File: src/rtl/downcounter_pkg.sv
// rtl/downcounter_pkg.sv - shared constants and helpers for the down counter
package downcounter_pkg;

  localparam int DEFAULT_WIDTH = 4;

  // Largest value representable in an unsigned counter of the given width.
  function automatic int default_top(input int width);
    return (1 << width) - 1;
  endfunction

endpackage

File: src/rtl/downcounter.sv
// rtl/downcounter.sv - free-running down counter reloading TOP after 0, with zero/wrap status
module downcounter
  import downcounter_pkg::*;
#(
  parameter int WIDTH = DEFAULT_WIDTH,
  parameter int TOP   = default_top(WIDTH)
) (
  input  logic             clk,
  input  logic             reset,
  output logic [WIDTH-1:0] counter,
  output logic             zero,
  output logic             wrap
);

  localparam logic [WIDTH-1:0] TOP_VAL = WIDTH'(TOP);

  generate
    if (TOP < 1 || TOP > default_top(WIDTH)) begin : g_bad_top
      $error("downcounter: TOP must lie in 1..2**WIDTH-1");
    end
  endgenerate

  // wrap is registered alongside counter so it lines up with the reloaded TOP value.
  always_ff @(posedge clk or posedge reset) begin
    if (reset) begin
      counter <= TOP_VAL;
      wrap    <= 1'b0;
    end else if (counter == '0) begin
      counter <= TOP_VAL;
      wrap    <= 1'b1;
    end else begin
      counter <= counter - WIDTH'(1);
      wrap    <= 1'b0;
    end
  end

  assign zero = (counter == '0);

endmodule

File: config.mk
export PLATFORM = sky130hd
export DESIGN_NAME = downcounter
export DESIGN_NICKNAME = d
export VERILOG_FILES = /design/src/rtl/downcounter_pkg.sv /design/src/rtl/downcounter.sv
export SDC_FILE = /design/constraint.sdc
export NUM_CORES = 1
export LEC_CHECK = 0
export CAP_MARGIN = 30
export CORE_AREA = 2 2 39 41
export DETAILED_ROUTE_END_ITERATION = 8
export DIE_AREA = 0 0 41 43
export PLACE_DENSITY = 0.38
export SYNTH_ARGS = -nofsm -noshare
export SYNTH_HDL_FRONTEND = slang
export SYNTH_SLANG_ARGS = --single-unit
File: constraint.sdc
create_clock -name clk -period 2.7 [get_ports clk]
set_input_delay 0.81 -clock clk [delete_from_list [all_inputs] [get_ports clk]]
set_output_delay 0.81 -clock clk [all_outputs]
set_load 0.01 [all_outputs]
==> flow_metrics.tcl, run 1 <==
set metrics [dict create \
    path_cells "inv_1 -> ha_1 -> nor3b_1 -> clkdlybuf4s50_1" \
    worst_r2r_startpoint "counter[0]" \
    finalWeightedCongestion 0.716 \
    final-max-slew-violation-count 0 \
    ir_drop_mv 0.169 \
    start_util_pct 15.4 \
    hold_path_class "reg -> reg" \
    grt_antenna_before_repair 0 \
    tns_ns 0 \
    htreeDepth 1 \
    synth_top_area_share_pct 49.4 \
    ys_ff_latch 5 \
    cp-end-kind "output port" \
    grt_pass1_wl_um 662 \
    start_kind "flip-flop" \
    cts_buffer_depth 2 \
    first_pass_iters 4 \
    worstSetupEndpoint "zero" \
    yosysSeqAreaShare_pct 61.2 \
    slowest_delay_ns 0.61 \
    final_core_util_pct 23.8 \
    synth_common_cells "dfstp_2, inv_1, or2b_1" \
    synth_edf_count 0 \
    cap_violations 0 \
    cts_hold_buf 0 \
    clkLatencyLatePin_ns 0.24 \
    fmax_mhz 384 \
    async_reset_ff_share_pct 100 \
    row_count 14 \
    die_h_um 43 \
    clock-sinks 5 \
    finalCritPeriodShare_pct 96.4 \
    fp.dieW_um 41 \
    dp_hpwl_um 302 \
    first_iter_violations 5 \
    diodes 0 \
    ys.flop_type "dfstp_2" \
    slew_headroom_pct 77.1 \
    cpMaxStageDelayCell "clkdlybuf4s50_1" \
    area_growth_syn_to_layout_pct 54.7 \
    ctsResizeCount 0 \
    r2r-end "counter[0]" \
    wl_per_cell_um 8.27 \
    boundaryPins 8 \
    grt_max_degree 6 \
    grt_pass1_vias 162 \
    clk_pin_slew_ns 0.04 \
    cts_tree "done" \
    powerDensity_mw_per_mm2 494 \
    hold_viol 0 \
    reg2reg_slack_ns 1.42 \
    dieArea_mm2 0.00176 \
    synth_nets 20 \
    wirelength_um 364 \
    avgSynthCellArea_um2 12.5 \
    crit_fanout 5 \
    skew_ns 0.00346 \
    synth_area_um2 213 \
    synth_area_leader_cell "dfstp_2" \
    crit_required_ns 1.89 \
    overflow 0 \
    setup_viol 0 \
    num_vias 156 \
    core_area_mm2 0.00138 \
    cts_made_buffers 3 \
    worstPathArrival_ns 1.79 \
    rsz0062_at_grt "no" \
    final_antenna_net_count 0 \
    remaining_drc_errors 0 \
    p_leak_nw 0.154 \
    grtUsageTotal_pct 5.96 \
    critical_path_class "reg -> out" \
    synth_cell_type_count 10 \
    worst_pin_slew_ns 0.343 \
    final_nets 32 \
    cts-root-buf "clkbuf_4" \
    netlist_instances 17 \
    via_per_inst 3.55 \
    crit_path_start "counter[0]" \
    postCtsSetupBuffers 0 \
    drive_gt1_share_pct 25.0 \
    final.min_clock_period_ns 2.60 \
    ys_top_cells_by_area "dfstp_2, dfrtp_1, inv_1" \
    outcome "complete, no violations" \
    portBuffers 7 \
    yosysWarnings 0 \
    reg2reg_depth 4 \
]
[area by class of cell]
cell class,count,area [um2]
Clock buffer,4,26.3
Fill cell,146,1050
Inverter,4,15.0
Multi-Input combinational cell,8,67.6
Sequential cell,5,130
Tap cell,16,20.0
Timing Repair Buffer,7,70.1
[power breakdown]
part / leakage (nW) / switching (W) / internal, W / total [W]
Clock: 0.0150 / 0.0000286 / 0.0000558 / 0.0000844
Sequential: 0.0509 / 0 / 0.0000755 / 0.0000755
Combinational: 0.0882 / 0.00000148 / 0.00000135 / 0.00000283
[worst min path at each step]
stage          startpoint         end  slack, ns  depth (start not counted)
2_1_floorplan  counter[2]  counter[2]       0.54                          1
3_5_place_dp   counter[2]  counter[2]       0.54                          1
6_report       counter[2]  counter[2]       0.54                          1
3_3_place_gp   counter[2]  counter[2]       0.54                          1
4_1_cts        counter[2]  counter[2]       0.55                          1
5_1_grt        counter[2]  counter[2]       0.57                          1
[critical path, delay by kind of cell (launching register included)]
| family | cells | cell delay, ns |
|---|---|---|
| adder cells (fa/ha/maj) | 1 | 0.19 |
| flip-flops | 1 | 0.38 |
| AND/OR/NAND/NOR | 1 | 0.33 |
| buffers and inverters | 2 | 0.66 |
[registers in the layout (all words and copies together), names as in the netlist]
| register | flops |
|---|---|
| counter | 4 |
| wrap | 1 |
[cell usage in the layout (no fill, tap or decap)]
cell type	netlist	layout
clkbuf_1	0	1
clkbuf_4	0	3
clkdlybuf4s50_1	0	7
dfrtp_1	1	1
dfstp_2	4	4
ha_1	1	1
inv_1	4	4
nor2_1	1	1
nor3b_1	1	1
o311a_1	1	1
or2b_1	2	2
or4b_1	1	1
xor2_1	1	1
[per-layer routing]
metal	share of wire (%)	track usage, %
met5	0	0
met4	0	4.00
met3	6.6	3.14
met2	57	8.75
met1	37	6.23
[per-stage QoR]
step	worst slack [ns]	hold WS (ns)	instances	total power (W)	instance area, um2
2_1_floorplan	0.873	0.543	17	0.0000775	213
6_report	0.0976	0.543	44	0.000163	329
3_5_place_dp	0.352	0.539	40	0.0000793	303
5_1_grt	0.00858	0.571	44	0.000173	329
4_1_cts	0.0962	0.547	44	0.000166	329
3_3_place_gp	0.339	0.538	40	0.0000794	303
[cell families (layout without fill, tap and decap cells)]
family                   Yosys count  count (layout)  synth area share (%)
adder cells (fa/ha/maj)            1               1                  5.88
XOR/XNOR                           1               1                  4.12
AO/OA/AOI/OAI                      1               1                  4.71
buffers and inverters              4              15                  7.06
AND/OR/NAND/NOR                    5               5                  17.1
flip-flops                         5               5                  61.2
Power figures use the tool's default switching activity.
==> inputs of run 2 (changes only) <==
Settings changed: GPL_ROUTABILITY_DRIVEN from default to 0, GPL_TIMING_DRIVEN from default to 1.
Clock period 2.7 ns to 2.6 ns, I/O delays scaled along.
==> run 2 against run 1 <==
  * Via count shrank 0.64%
  * Clock skew shrank 0.00088 ns
  * Global-route usage grew 1.1 points
  * Critical endpoint unchanged
  * Highest routed layer is now met4
==> flow_metrics.tcl, run 2 (synthesized netlist as in run 1, its figures left out) <==
set metrics [dict create \
    outcome "complete, no violations" \
    final_core_util_pct 24.1 \
    top_layer_used "met4" \
    htreeDepth 1 \
    grtUsageTotal_pct 7.06 \
    via_per_inst 3.52 \
    final.min_clock_period_ns 2.50 \
    cts-root-buf "clkbuf_4" \
    worstSetupEndpoint "zero" \
    row_count 14 \
    start_util_pct 15.4 \
    final_area_um2 334 \
    first_pass_iters 4 \
    tns_ns 0 \
    fmax_mhz 400 \
    core_area_mm2 0.00138 \
    placed_area_um2 303 \
    clock-sinks 5 \
    ir_drop_mv 0.167 \
    cts_tree "done" \
    diodes 0 \
    clkLatencyLatePin_ns 0.24 \
    worst_pin_slew_ns 0.193 \
    grt_pass1_vias 167 \
    worst_r2r_startpoint "counter[0]" \
    cap_violations 0 \
    critical_path_class "reg -> out" \
    portBuffers 7 \
    largest_reg_flops 4 \
    path_cells "inv_1 -> ha_1 -> nor3b_2 -> clkdlybuf4s50_1" \
    wl_per_cell_um 8.82 \
    r2r-end "counter[0]" \
    dieArea_mm2 0.00176 \
    hold_ws_ns 0.549 \
    crit_fanout 5 \
    worstPathArrival_ns 1.72 \
    rsz0062_at_grt "no" \
    wl_met1_um 167 \
    first_iter_violations 2 \
    grt_pass1_wl_um 710 \
    crit_path_start "counter[0]" \
    postCtsSetupBuffers 0 \
    cts_made_buffers 3 \
    critPathTopFamily "flip-flops" \
    boundaryPins 8 \
    cpMaxStageDelayCell "dfstp_2" \
    setup_viol 0 \
    cp-end-kind "output port" \
    slowest_delay_ns 0.55 \
    powerDensity_mw_per_mm2 510 \
    start_kind "flip-flop" \
    skew_ns 0.00258 \
    reg2reg_slack_ns 1.30 \
    slew_headroom_pct 87.1 \
    path_depth 4 \
    fill_cells 160 \
    grt_max_degree 6 \
    cts_hold_buf 0 \
    reg2reg_depth 4 \
    die_h_um 43 \
    path_buf_inv 2 \
    hold_path_class "reg -> reg" \
    wl_met2_um 192 \
    wirelength_um 388 \
    final_antenna_net_count 0 \
    finalCritPeriodShare_pct 96.2 \
    area_growth_syn_to_layout_pct 57.1 \
    remaining_drc_errors 0 \
    fin_total_pwr_w 0.000170 \
    final_common_cell "clkdlybuf4s50_1" \
    largest_register "counter" \
    fp.dieW_um 41 \
    num_vias 155 \
    wl_met3_um 17 \
    hold_viol 0 \
    clk_pin_slew_ns 0.04 \
    grt_antenna_before_repair 0 \
    crit_required_ns 1.82 \
    cts_buffer_depth 2 \
    p_leak_nw 0.154 \
    final_cell_mix "clkdlybuf4s50_1, inv_1, dfstp_2" \
    overflow 0 \
    final-max-slew-violation-count 0 \
    reg_top3 "counter: 4 flops, wrap: 1 flops" \
    final_nets 32 \
    drive_gt1_share_pct 28.6 \
]
[run 2: metal layers]
metal | global-route usage [%] | up-vias
met1 | 6.84 | 71
met5 | 0 | -
met4 | 10.0 | 0
met2 | 7.81 | 4
met3 | 4.71 | 2
li1 | - | 78
[run 2: final cells by class]
type | count | area [um2] | area share [%]
timing repair buffer | 7 | 70.1 | 21.0
clock buffer | 4 | 26.3 | 7.87
sequential | 5 | 130 | 39.0
multi-input combinational | 8 | 72.6 | 21.7
inverter | 4 | 15.0 | 4.49
tap | 16 | 20.0 | 5.99
[run 2: what timing repair did]
item                       CTS  global route
hold endpoints to repair     0             0
setup endpoints to repair    0             1
gates resized for setup      0             1
[run 2: report_power, final]
group	total, W	leakage, nW	switching (W)	internal (W)
logic	0.00000294	0.0882	0.00000154	0.00000140
clock network	0.0000889	0.0150	0.0000309	0.0000580
registers	0.0000784	0.0509	0	0.0000784
[run 2: how the worst min path moves through the flow]
stage,startpoint,endpoint,cells after the start
after floorplan,counter[2],counter[2],1
after global placement,counter[2],counter[2],1
after detailed placement,counter[2],counter[2],1
after CTS,counter[2],counter[2],1
after global routing,counter[2],counter[2],1
final,counter[2],counter[2],1
[run 2: per-stage QoR]
stage | cells | setup WS, ns
after CTS | 44 | 0.0256
after floorplan | 17 | 0.803
after global placement | 40 | 0.313
after global routing | 44 | 0.0327
final | 44 | 0.0979
after detailed placement | 40 | 0.288
